$ cat config.mk
export PLATFORM = sky130hd
export DESIGN_NAME = gshare_spec_predictor
export DESIGN_NICKNAME = d
export VERILOG_FILES = /design/src/rtl/gshare_pkg.sv /design/src/rtl/gshare_pht_ram.sv /design/src/rtl/gshare_spec_predictor.sv
export SDC_FILE = /design/constraint.sdc
export NUM_CORES = 1
export LEC_CHECK = 0
export CORE_MARGIN = 8
export CORE_UTILIZATION = 45
export CTS_BUF_LIST = sky130_fd_sc_hd__clkbuf_4 sky130_fd_sc_hd__clkbuf_8
export DETAILED_ROUTE_END_ITERATION = 8
export DONT_BUFFER_PORTS = 1
export PLACE_DENSITY = 0.67
export SLEW_MARGIN = 20
export SYNTH_ARGS = -nofsm -noshare
export SYNTH_HDL_FRONTEND = slang
export SYNTH_SLANG_ARGS = --single-unit
$ cat constraint.sdc
create_clock -name clk -period 17.6 [get_ports clk]
set_clock_uncertainty 0.05 [all_clocks]
set_input_delay 3.52 -clock clk [delete_from_list [all_inputs] [get_ports clk]]
set_output_delay 3.52 -clock clk [all_outputs]
set_load 0.05 [all_outputs]
$ cat src/rtl/gshare_pkg.sv
// Shared types and counter helpers for the gshare direction predictor.
package gshare_pkg;

  typedef enum logic {
    INIT = 1'b0,
    RUN  = 1'b1
  } state_t;

  // Weakly-not-taken value for a counter of ctr_bits bits; taken iff ctr > this.
  function automatic logic [31:0] ctr_wnt(input int unsigned ctr_bits);
    return (32'd1 << (ctr_bits - 32'd1)) - 32'd1;
  endfunction

  // Saturating increment on taken, saturating decrement on not-taken.
  function automatic logic [31:0] ctr_sat_next(input logic [31:0] ctr,
                                               input logic        taken,
                                               input int unsigned ctr_bits);
    logic [31:0] max_ctr;
    max_ctr = (32'd1 << ctr_bits) - 32'd1;
    if (taken) begin
      return (ctr >= max_ctr) ? max_ctr : ctr + 32'd1;
    end
    return (ctr == 32'd0) ? 32'd0 : ctr - 32'd1;
  endfunction

endpackage

$ cat src/rtl/gshare_pht_ram.sv
// Pattern history table storage: one write port, one registered read port, read-first.
module gshare_pht_ram #(
  parameter int unsigned DEPTH  = 256,
  parameter int unsigned ADDR_W = 8,
  parameter int unsigned DATA_W = 2
) (
  input  logic              clk,
  input  logic              we,
  input  logic [ADDR_W-1:0] waddr,
  input  logic [DATA_W-1:0] wdata,
  input  logic              re,
  input  logic [ADDR_W-1:0] raddr,
  output logic [DATA_W-1:0] rdata
);

  logic [DATA_W-1:0] mem [DEPTH];

  // Write and read in the same edge; a colliding read sees the old contents.
  always_ff @(posedge clk) begin
    if (we) begin
      mem[waddr] <= wdata;
    end
    if (re) begin
      rdata <= mem[raddr];
    end
  end

endmodule

$ cat src/rtl/gshare_spec_predictor.sv
// Gshare direction predictor with speculative global history and init sweep.
module gshare_spec_predictor
  import gshare_pkg::*;
#(
  parameter int unsigned PHT_ENTRIES = 256,
  parameter int unsigned HIST_BITS   = 8,
  parameter int unsigned CTR_BITS    = 2,
  parameter int unsigned PC_LSB      = 2
) (
  input  logic                           clk,
  input  logic                           rst,
  input  logic                           stall,
  input  logic [31:0]                    predict_addr,
  output logic                           predict_taken,
  output logic [CTR_BITS-1:0]            predict_ctr,
  output logic [$clog2(PHT_ENTRIES)-1:0] predict_idx,
  output logic [HIST_BITS-1:0]           predict_hist,
  output logic                           ready,
  input  logic                           spec_push,
  input  logic                           spec_taken,
  input  logic                           update_valid,
  input  logic [$clog2(PHT_ENTRIES)-1:0] update_idx,
  input  logic [CTR_BITS-1:0]            update_ctr,
  input  logic [HIST_BITS-1:0]           update_hist,
  input  logic                           update_taken,
  input  logic                           update_mispred
);

  localparam int unsigned IDXW = $clog2(PHT_ENTRIES);
  localparam logic [CTR_BITS-1:0] WNT = CTR_BITS'(ctr_wnt(CTR_BITS));

  state_t              state;
  state_t              state_nxt;
  logic [IDXW-1:0]     sweep_cnt;
  logic                sweep_last;
  logic [HIST_BITS-1:0] spec_ghr;
  logic [IDXW-1:0]     lookup_idx;
  logic                pht_we;
  logic [IDXW-1:0]     pht_waddr;
  logic [CTR_BITS-1:0] pht_wdata;
  logic [CTR_BITS-1:0] pht_rdata;
  logic                byp_hit_q;
  logic [CTR_BITS-1:0] byp_ctr_q;
  logic                unused_bits;

  assign sweep_last  = (sweep_cnt == IDXW'(PHT_ENTRIES - 1));
  assign lookup_idx  = predict_addr[PC_LSB +: IDXW] ^ IDXW'(spec_ghr);
  assign unused_bits = ^{predict_addr, update_hist};

  // State register.
  always_ff @(posedge clk) begin
    if (rst) begin
      state <= INIT;
    end else begin
      state <= state_nxt;
    end
  end

  // Leave INIT once the last PHT entry has been swept.
  always_comb begin
    state_nxt = state;
    case (state)
      INIT:    if (sweep_last) state_nxt = RUN;
      RUN:     state_nxt = RUN;
      default: state_nxt = INIT;
    endcase
  end

  // Sweep address and ready flag.
  always_ff @(posedge clk) begin
    if (rst) begin
      sweep_cnt <= '0;
      ready     <= 1'b0;
    end else if (state == INIT) begin
      sweep_cnt <= sweep_cnt + IDXW'(1);
      if (sweep_last) begin
        ready <= 1'b1;
      end
    end
  end

  // PHT write port: sweep writes WNT during INIT, resolved branches train in RUN.
  always_comb begin
    pht_we    = 1'b0;
    pht_waddr = update_idx;
    pht_wdata = CTR_BITS'(ctr_sat_next(32'(update_ctr), update_taken, CTR_BITS));
    if (rst) begin
      pht_we = 1'b0;
    end else if (state == INIT) begin
      pht_we    = 1'b1;
      pht_waddr = sweep_cnt;
      pht_wdata = WNT;
    end else if (update_valid) begin
      pht_we = 1'b1;
    end
  end

  gshare_pht_ram #(
    .DEPTH  (PHT_ENTRIES),
    .ADDR_W (IDXW),
    .DATA_W (CTR_BITS)
  ) u_pht (
    .clk   (clk),
    .we    (pht_we),
    .waddr (pht_waddr),
    .wdata (pht_wdata),
    .re    (!stall),
    .raddr (lookup_idx),
    .rdata (pht_rdata)
  );

  // Lookup pipeline register; bypass captures a same-cycle write to the looked-up entry.
  always_ff @(posedge clk) begin
    if (rst) begin
      predict_idx  <= '0;
      predict_hist <= '0;
      byp_hit_q    <= 1'b1;
      byp_ctr_q    <= WNT;
    end else if (!stall) begin
      predict_idx  <= lookup_idx;
      predict_hist <= spec_ghr;
      byp_hit_q    <= pht_we && (pht_waddr == lookup_idx);
      byp_ctr_q    <= pht_wdata;
    end
  end

  // Speculative history: mispredict repair has priority over a fetch push.
  always_ff @(posedge clk) begin
    if (rst) begin
      spec_ghr <= '0;
    end else if (state == RUN) begin
      if (update_valid && update_mispred) begin
        spec_ghr <= HIST_BITS'({update_hist, update_taken});
      end else if (spec_push) begin
        spec_ghr <= HIST_BITS'({spec_ghr, spec_taken});
      end
    end
  end

  assign predict_ctr   = byp_hit_q ? byp_ctr_q : pht_rdata;
  assign predict_taken = ready && (predict_ctr > WNT);

endmodule

==> metrics.txt, run 1 <==
CTS Hold Bufs=0; area used by multi-input combinational logic=6140 µm²; Worst Hold Class=register to register; Die H=241 µm; final hold slack=453 ps; final layout net count=1526; unrepaired setup endpoints after global routing=false; Post-CTS Setup Repair Bufs=0; DP Wirelength=29700 µm; worst hold path endpoint=byp_ctr_q[1]; Critical Path Fanout Max=98; starting density of the core=45.4%; die area=57900 µm²; post-layout minimum cycle time=6520 ps; Antenna diodes=0; overall track demand over capacity in global routing=17.7%; depth of the worst hold-timing path=2; Placeable Area=50000 µm²; CTS tree=built; routability congestion estimate from global placement=0.816; sequential cell area=16200 µm²; dominant cell by count in the synthesized netlist=edfxtp_1; clock root buffer master=clkbuf_8; DRT antenna net count=0; number of iterations in the first detailed-routing pass=5; clock insertion delay at the later pin of the skew report=690 ps; Syn. warnings=0; depth of the worst register-to-register path=8; pins over their slew limit=0; # setup viols final=0; number of clock sinks=551; post-synth top area cell=edfxtp_1; mean number of vias per cell=5.75; Chip Width=241 µm; total power of the final layout=2650 µW; transition time at the pin with the least slew margin=1470 ps; share of the yosys chip area belonging to registers=71.3%; DRC violation count after routing=0; required time of the critical path=17940 ps; via count of the first global-routing pass=13000; core occupancy in the finished layout=50.1%; total congestion overflow=0; maximum vdd drop=48.8 µV; cell total after placement=2051; Inserted Clock Buffers=86; startpoint kind of the worst setup timing path=input port; Worst Hold Launch=byp_ctr_q[1]; ratio of cells with drive above 1 in the final layout=16.8%; clock-pin slew of the registers on the worst-case setup and hold paths=60 ps; signal arrival time at the worst endpoint=6860 ps; largest net degree at the start of global routing=258; most common flop cell mapped by yosys=edfxtp_1; proportion of synthesized flip-flops having asynchronous set or reset=0%; area overhead of the layout relative to synthesis=10.3%; number of I/O pins=78; capture point of the worst reg-to-reg path=u_pht.rdata[1]; Synth top cells by count=edfxtp_1, nor2_1, mux4_2; ratio of final minimum period to clock period=37.1%; Filler Cells Inserted=4107; wire length after detailed routing=51300 µm; non-filler cells in the finished layout=2204; static leakage=0.00776 µW; portion of synthesized cell area occupied by the leading cell type=68.0%; synthesized cell area=22700 µm²; maximum clock frequency=153 MHz; # H-tree levels=3; mean instance size in the synthesized netlist=15.7 µm²; Hold Fails Final Rpt=0; setup tns final=0 ps; endpoint type of the worst setup path=register; Avg WL per Cell=23.3 µm; crit-path cells=xnor2_4, buf_12, nand3_2, o22ai_1, and4b_1, o21ai_0, a2111oi_0, nor4_1; post-CTS resize count=0; first-pass GRT wire length=77100 µm; areal power density over the cells=106 nW/µm²; Setup Crit Path Kind=input port to register; First DRT Iteration DRCs=1369; delay of the slowest cell on the worst path=870 ps; Max clock buf depth=3; count of max-cap constraint violations=0; number of enable flip-flop cells after synthesis=514; Mapped Cells=1450; total number of vias=12700; count of input and output buffers=0; number of antenna violations at the first check in global routing=0; site row count=82; Yosys cell types=49; post-synthesis sequential element count=551; worst r2r src=spec_ghr[0]; dominant cells by area after synthesis=edfxtp_1, mux4_2, nor2_1; Slowest cell on crit path=nand3_2; reg-to-reg setup timing slack=13390 ps; Worst slew margin=1.82%; synthesized net count=1509; status=finished clean
[worst max-delay path by stage]
| stage | start | end | slack, ps | cells past startpoint |
|---|---|---|---|---|
| floorplan | rst | u_pht.mem[0][1] | 5440 | 2 |
| global placement | predict_addr[2] | u_pht.rdata[1] | 10390 | 8 |
| detailed placement | predict_addr[2] | u_pht.rdata[1] | 10360 | 8 |
| CTS | predict_addr[2] | u_pht.rdata[1] | 11090 | 8 |
| global route | predict_addr[2] | u_pht.rdata[1] | 10800 | 8 |
| finish | predict_addr[2] | u_pht.rdata[1] | 11080 | 8 |
[stage by stage]
stage / setup WS, ps / instance area (µm²)
2_1_floorplan: 5440 / 22700
3_3_place_gp: 10390 / 23300
3_5_place_dp: 10360 / 23300
4_1_cts: 11090 / 25000
5_1_grt: 10800 / 25000
6_report: 11080 / 25000
[power by group]
group          total (µW)  internal [µW]  leakage (µW)  switching, µW
registers            1450           1440       0.00492           5.97
clock network        1060            563      0.000898            496
logic                 145           45.5       0.00194           99.4
[critical path, delay by kind of cell]
kind | cells | cell delay (ps)
buffers and inverters | 1 | 570
XOR/XNOR | 1 | 140
AND/OR/NAND/NOR | 3 | 1770
AO/OA/AOI/OAI | 3 | 770
[cell type report]
class	count	share of cell area [%]
inverter	4	0.0600
clock inverter	37	1.03
clock buffer	116	5.73
sequential	551	64.6
tap	672	3.36
timing repair buffer	17	0.675
multi-input combinational	807	24.5
[placed cells by master (no fill, tap or decap), types with 33 or more instances in the layout]
master and count:
a21oi_1 40, clkbuf_8 90, dfxtp_1 37, edfxtp_1 514, mux2i_1 83, mux4_2 90, nand2_1 69, nand3_1 33
nor2_1 303, o22ai_1 34
[cells by family after synthesis]
group | Yosys count | share of synthesized area [%]
AO/OA/AOI/OAI | 133 | 3.77
XOR/XNOR | 27 | 1.11
adder cells (fa/ha/maj) | 2 | 0.0992
buffers and inverters | 92 | 1.89
flip-flops | 551 | 71.3
multiplexers | 182 | 13.4
AND/OR/NAND/NOR | 463 | 8.48
[metal layers]
metal  part of all wire [%]  track usage, %  up-vias
li1                       -               -     5613
met1                     40            23.2     6404
met2                     47            28.2      546
met3                    8.9            4.24      107
met4                    3.2            7.56        0
met5                      0               0        -
[registers in the layout, indices dropped and copies added, names as in the netlist, 2 cells and up]
register	count
u_pht.mem	512
predict_hist	8
predict_idx	8
spec_ghr	8
sweep_cnt	8
byp_ctr_q	2
u_pht.rdata	2
(Power assumes the default switching activity.)
==> run 2: changes to the inputs <==
--- a/config.mk
+++ b/config.mk
@@ -10,7 +10,7 @@
 export CTS_BUF_LIST = sky130_fd_sc_hd__clkbuf_4 sky130_fd_sc_hd__clkbuf_8
 export DETAILED_ROUTE_END_ITERATION = 8
 export DONT_BUFFER_PORTS = 1
-export PLACE_DENSITY = 0.67
+export PLACE_DENSITY = 0.69
 export SLEW_MARGIN = 20
 export SYNTH_ARGS = -nofsm -noshare
 export SYNTH_HDL_FRONTEND = slang
==> constraint.sdc (replaced) <==
create_clock -name clk -period 5.7 [get_ports clk]
set_clock_uncertainty 0.05 [all_clocks]
set_input_delay 1.14 -clock clk [delete_from_list [all_inputs] [get_ports clk]]
set_output_delay 1.14 -clock clk [all_outputs]
set_load 0.05 [all_outputs]
==> run 2 against run 1 <==
- die area is the same
- sequential power rose to 3.1 times the previous value
- clock-buffer cell count up 1
- cell area is 0.91% higher
- largest cell class unchanged
==> metrics.txt, run 2 (synthesis gave the netlist of run 1 again) <==
fraction of met1 tracks used by global routing=23.7% (was 23.2%); maximum clock frequency=264 MHz; Max clock buf depth=3 (unchanged); commonest non-fill, non-tap cell in the layout=edfxtp_1 (unchanged); number of I/O pins=78 (unchanged); site row count=82 (unchanged); commonest cells after routing, fill and taps aside=edfxtp_1, nor2_1, clkbuf_8, mux4_2, mux2i_1 (was edfxtp_1, nor2_1, mux4_2, clkbuf_8, mux2i_1); busiest metal layer after global routing=met2 (unchanged); final layout net count=1562 (was 1526); routability congestion estimate from global placement=0.812 (was 0.816); die area=57900 µm² (unchanged); Inserted Clock Buffers=87 (was 86); depth of the worst hold-timing path=2 (unchanged); kind of cell adding the most delay to the critical path=simple AND/OR/NAND/NOR gates (unchanged); final design instance area without fill=25300 µm² (was 25000 µm²); register name with the most flops=u_pht.mem (unchanged); Worst Hold Class=register to register (unchanged); Clock power frac=39.1% (was 39.9%); number of flip-flops in the largest register=512 (unchanged); count of input and output buffers=0 (unchanged); CTS tree=built (unchanged); cell-internal power=6300 µW (was 2050 µW); wire length after detailed routing=51700 µm (was 51300 µm); via count of the first global-routing pass=13200 (was 13000); Chip Width=241 µm (unchanged); part of the total power dissipated in combinational logic=5.7% (was 5.5%); setup tns final=0 ps (unchanged); count of max-cap constraint violations=0 (unchanged); Filler Cells Inserted=4099 (was 4107); Avg WL per Cell=23.1 µm (was 23.3 µm); starting density of the core=45.4% (unchanged); unrepaired setup endpoints after global routing=false (unchanged); endpoint type of the worst setup path=register (unchanged); DRT antenna net count=0 (unchanged); # setup viols final=0 (unchanged); GR met2 Demand/Resource=29.0% (was 28.2%); switching part of the total=22.1% (was 22.7%); area used by multi-input combinational logic=6130 µm² (was 6140 µm²); sequential cell area=16200 µm² (unchanged); Slowest cell on crit path=nand3_1 (was nand3_2); clock root buffer master=clkbuf_8 (unchanged); worst hold path endpoint=byp_ctr_q[0] (was byp_ctr_q[1]); Setup Crit Path Kind=input port to register (unchanged); post-layout minimum cycle time=3790 ps; Critical Path Fanout Max=39 (was 98); sequential power share=55.2% (was 54.6%); Placeable Area=50000 µm² (unchanged); reg-to-reg setup timing slack=1950 ps (was 13390 ps); DRC violation count after routing=0 (unchanged); ratio of cells with drive above 1 in the final layout=18.5% (was 16.8%); signal arrival time at the worst endpoint=4060 ps (was 6860 ps); maximum vdd drop=159 µV (was 48.8 µV); worst r2r src=state (was spec_ghr[0]); mean number of vias per cell=5.78 (was 5.75); Worst Hold Launch=byp_ctr_q[0] (was byp_ctr_q[1]); required time of the critical path=5970 ps (was 17940 ps); First DRT Iteration DRCs=1540 (was 1369); post-place instance area=23600 µm² (was 23300 µm²); area overhead of the layout relative to synthesis=11.3% (was 10.3%); total number of vias=12900 (was 12700); static leakage=0.00789 µW (was 0.00776 µW); crit-path cells=nor2_2, mux2i_1, nor2b_1, nand3_1, nor2_1 (was xnor2_4, buf_12, nand3_2, o22ai_1, and4b_1, o21ai_0, a2111oi_0, nor4_1); Post-CTS Setup Repair Bufs=0 (unchanged); Hold Fails Final Rpt=0 (unchanged); startpoint kind of the worst setup timing path=input port (unchanged); Antenna diodes=0 (unchanged); number of buffers and inverters on the critical path=0 (was 1); clock insertion delay at the later pin of the skew report=650 ps (was 690 ps); DP Wirelength=32100 µm (was 29700 µm); CTS Hold Bufs=0 (unchanged); core occupancy in the finished layout=50.6% (was 50.1%); capture point of the worst reg-to-reg path=u_pht.mem[216][1] (was u_pht.rdata[1]); Die H=241 µm (unchanged); number of antenna violations at the first check in global routing=0 (unchanged); pins over their slew limit=0 (unchanged); # H-tree levels=3 (unchanged); number of clock sinks=551 (unchanged); transition time at the pin with the least slew margin=1080 ps (was 1470 ps); areal power density over the cells=321 nW/µm² (was 106 nW/µm²); total congestion overflow=0 (unchanged); switching power=1790 µW (was 602 µW); depth of the worst register-to-register path=5 (was 8); ratio of final minimum period to clock period=66.4%; global-route met3 utilization=3.79% (was 4.24%); post-CTS resize count=0 (unchanged); delay of the slowest cell on the worst path=810 ps (was 870 ps); status=finished clean (unchanged); number of iterations in the first detailed-routing pass=5 (unchanged); clock-pin slew of the registers on the worst-case setup and hold paths=60 ps (about the same); first-pass GRT wire length=78100 µm (was 77100 µm); largest net degree at the start of global routing=133 (was 258); overall track demand over capacity in global routing=17.9% (was 17.7%); Worst slew margin=28.0% (was 1.82%)
==> run 2: area by class of cell <==
class	count	share of cell area, %
repair buffers	52	1.79
well taps	672	3.33
flip-flops and latches	551	64.0
clock buffers	117	5.78
multi-input cells	807	24.3
clock inverters	34	0.718
inverters	4	0.0594
==> run 2: worst max-delay path by stage <==
stage / from / endpoint / slack (ps) / depth (start not counted)
after CTS: state / u_pht.mem[216][1] / 2000 / 5
after floorplan: update_ctr[0] / u_pht.mem[0][1] / 1320 / 2
after detailed placement: rst / u_pht.mem[216][1] / 1320 / 5
after global routing: state / u_pht.mem[216][0] / 1780 / 5
final: rst / u_pht.mem[216][1] / 1910 / 5
after global placement: predict_addr[2] / u_pht.rdata[1] / 1420 / 8
==> run 2: power by group through the flow <==
stage	clock network (µW)	registers, µW	logic (µW)
floorplan	0	4560	309
global placement	0	4550	456
detailed placement	0	4550	462
CTS	3220	4470	463
global route	3400	4470	494
finish	3160	4470	462
==> run 2: tightest hold or removal path, cell delays in order (launching register included) <==
cell and delay (ps):
dfxtp_1 330, mux2i_1 70, nand2b_1 60
==> run 2: per-layer routing <==
| metal | wire, µm | part of all wire, % |
|---|---|---|
| met1 | 20700 | 40 |
| met2 | 25100 | 49 |
| met3 | 4640 | 9.0 |
| met4 | 1280 | 2.5 |
| met5 | 0 | 0 |
==> run 2: per-stage QoR <==
step / hold slack, ps / cells / total power (µW) / setup WS (ps)
floorplan: 390 / 1450 / 4870 / 1320
global placement: 404 / 2086 / 5010 / 1420
detailed placement: 413 / 2086 / 5020 / 1320
CTS: 427 / 2237 / 8160 / 2000
global route: 457 / 2237 / 8360 / 1780
finish: 432 / 2237 / 8100 / 1910
==> run 3: changes to the inputs <==
--- a/config.mk
+++ b/config.mk
@@ -10,7 +10,7 @@
 export CTS_BUF_LIST = sky130_fd_sc_hd__clkbuf_4 sky130_fd_sc_hd__clkbuf_8
 export DETAILED_ROUTE_END_ITERATION = 8
 export DONT_BUFFER_PORTS = 1
-export PLACE_DENSITY = 0.69
+export PLACE_DENSITY = 0.67
 export SLEW_MARGIN = 20
 export SYNTH_ARGS = -nofsm -noshare
 export SYNTH_HDL_FRONTEND = slang
==> constraint.sdc (replaced) <==
create_clock -name clk -period 3.85 [get_ports clk]
set_clock_uncertainty 0.05 [all_clocks]
set_input_delay 0.77 -clock clk [delete_from_list [all_inputs] [get_ports clk]]
set_output_delay 0.77 -clock clk [all_outputs]
set_load 0.05 [all_outputs]
==> run 3 against run 2 <==
- setup slack got worse by 1300 ps
- combinational power rose by 57%
- wire length is 2.2% higher
- sequential power up 48%
- final cell count up 1.9%
- critical endpoint is now u_pht.rdata[1]
- highest routed layer unchanged
==> metrics.txt, run 3 (synthesis gave the netlist of run 1 again) <==
status=finished clean (unchanged); CTS tree=built (unchanged); overall track demand over capacity in global routing=18.3% (was 17.9%); cell total after placement=2119 (was 2086); Detail Route met3 WL=4880 µm (was 4640 µm); Inserted Clock Buffers=90 (was 87); routed metal-1 wirelength=21300 µm (was 20700 µm); Die H=241 µm (unchanged); static leakage=0.00810 µW (was 0.00789 µW); pins over their slew limit=0 (unchanged); post-CTS resize count=0 (unchanged); area overhead of the layout relative to synthesis=13.1% (was 11.3%); Worst Hold Class=input port to register (was register to register); clock-pin slew of the registers on the worst-case setup and hold paths=60 ps (about the same); Max clock buf depth=3 (unchanged); part of the total power dissipated in combinational logic=6.0% (was 5.7%); non-filler cells in the finished layout=2279 (was 2237); areal power density over the cells=473 nW/µm² (was 321 nW/µm²); DRT antenna net count=0 (unchanged); count of max-cap constraint violations=0 (unchanged); wire length after detailed routing=52800 µm (was 51700 µm); sequential power share=54.5% (was 55.2%); die area=57900 µm² (unchanged); highest routed metal layer=met4 (unchanged); Clock power frac=39.5% (was 39.1%); DP Wirelength=33600 µm (was 32100 µm); core occupancy in the finished layout=51.4% (was 50.6%); # H-tree levels=3 (unchanged); Hold Fails Final Rpt=0 (unchanged); final hold slack=139 ps (was 432 ps); switching part of the total=22.4% (was 22.1%); commonest cells after routing, fill and taps aside=edfxtp_1, nor2_1, clkbuf_8, mux4_2, mux2i_1 (unchanged); clock root buffer master=clkbuf_8 (unchanged); CTS Hold Bufs=0 (unchanged); commonest non-fill, non-tap cell in the layout=edfxtp_1 (unchanged); number of I/O pins=78 (unchanged); Filler Cells Inserted=4117 (was 4099); Worst slew margin=37.9% (was 28.0%); ratio of cells with drive above 1 in the final layout=20.2% (was 18.5%); clock insertion delay at the later pin of the skew report=650 ps (about the same); largest net degree at the start of global routing=89 (was 133); ratio of final minimum period to clock period=84.8%; transition time at the pin with the least slew margin=929 ps (was 1080 ps); starting density of the core=45.4% (unchanged); Post-CTS Setup Repair Bufs=0 (unchanged); cell-internal power=9420 µW (was 6300 µW); maximum clock frequency=306 MHz; number of flip-flops in the largest register=512 (unchanged); first-pass GRT wire length=80200 µm (was 78100 µm); Avg WL per Cell=23.2 µm (was 23.1 µm); endpoint type of the worst setup path=register (unchanged); number of clock sinks=551 (unchanged); via count of the first global-routing pass=13500 (was 13200); number of antenna violations at the first check in global routing=0 (unchanged); site row count=82 (unchanged); total number of vias=13000 (was 12900); final layout net count=1598 (was 1562); mean number of vias per cell=5.71 (was 5.78); count of input and output buffers=0 (unchanged); DRC violation count after routing=0 (unchanged); register name with the most flops=u_pht.mem (unchanged); Critical Path Fanout Max=19 (was 39); signal arrival time at the worst endpoint=3590 ps (was 4060 ps); Chip Width=241 µm (unchanged); First DRT Iteration DRCs=1262 (was 1540); total congestion overflow=0 (unchanged); # setup viols final=0 (unchanged); unrepaired setup endpoints after global routing=false (unchanged); startpoint kind of the worst setup timing path=register (was input port); required time of the critical path=4180 ps (was 5970 ps); Setup Crit Path Kind=register to register (was input port to register); maximum vdd drop=270 µV (was 159 µV); post-layout minimum cycle time=3270 ps; switching power=2720 µW (was 1790 µW); Placeable Area=50000 µm² (unchanged); routability congestion estimate from global placement=0.858 (was 0.812); number of iterations in the first detailed-routing pass=6 (was 5); amount of wire on met2 after detailed routing=25200 µm (was 25100 µm)
[run 3: cell type report]
cell class / instances / area, µm² / area share, %
inverter: 4 / 15.0 / 0.0585
tap: 672 / 841 / 3.27
clock inverter: 45 / 253 / 0.984
clock buffer: 114 / 1440 / 5.60
timing repair buffer: 85 / 801 / 3.12
sequential: 551 / 16200 / 63.0
antenna: 1 / 2.50 / 0.00975
multi-input combinational: 807 / 6150 / 24.0
[run 3: worst paths after layout]
path | start | to | slack [ps] | cells past startpoint
max | spec_ghr[0] | u_pht.rdata[1] | 580 | 8
min | rst | predict_idx[0] | 140 | 1
max reg2reg | spec_ghr[0] | u_pht.rdata[1] | 580 | 8
min reg2reg | byp_ctr_q[1] | byp_ctr_q[1] | 440 | 2
[run 3: through the flow]
stage | setup WS, ps | power, µW | area [µm²] | TNS, ps
2_1_floorplan | -62.4 | 7210 | 22700 | -15980
3_3_place_gp | 325 | 7450 | 24000 | 0
3_5_place_dp | 384 | 7460 | 24000 | 0
4_1_cts | 649 | 12200 | 25700 | 0
5_1_grt | 479 | 12500 | 25700 | 0
6_report | 583 | 12100 | 25700 | 0
[run 3: power groups by stage]
stage	Sequential (µW)	Combinational [µW]	Clock, µW
6_report	6620	724	4790
3_5_place_dp	6740	721	0
5_1_grt	6620	774	5140
4_1_cts	6620	724	4900
3_3_place_gp	6740	712	0
2_1_floorplan	6750	459	0
[run 3: routing by layer]
| metal | vias up | global-route usage (%) |
|---|---|---|
| met5 | - | 0 |
| met4 | 0 | 6.60 |
| met3 | 94 | 4.99 |
| met2 | 544 | 29.4 |
| met1 | 6608 | 23.9 |
| li1 | 5765 | - |
[run 3: critical path, cell delays in order, from the launching register on]
cell and delay [ps]:
dfxtp_1 510, xnor2_4 190, buf_12 230, mux4_1 580, mux2_2 280, a221oi_1 240, nor2_1 90, a2111oi_0 620
nor4_1 140
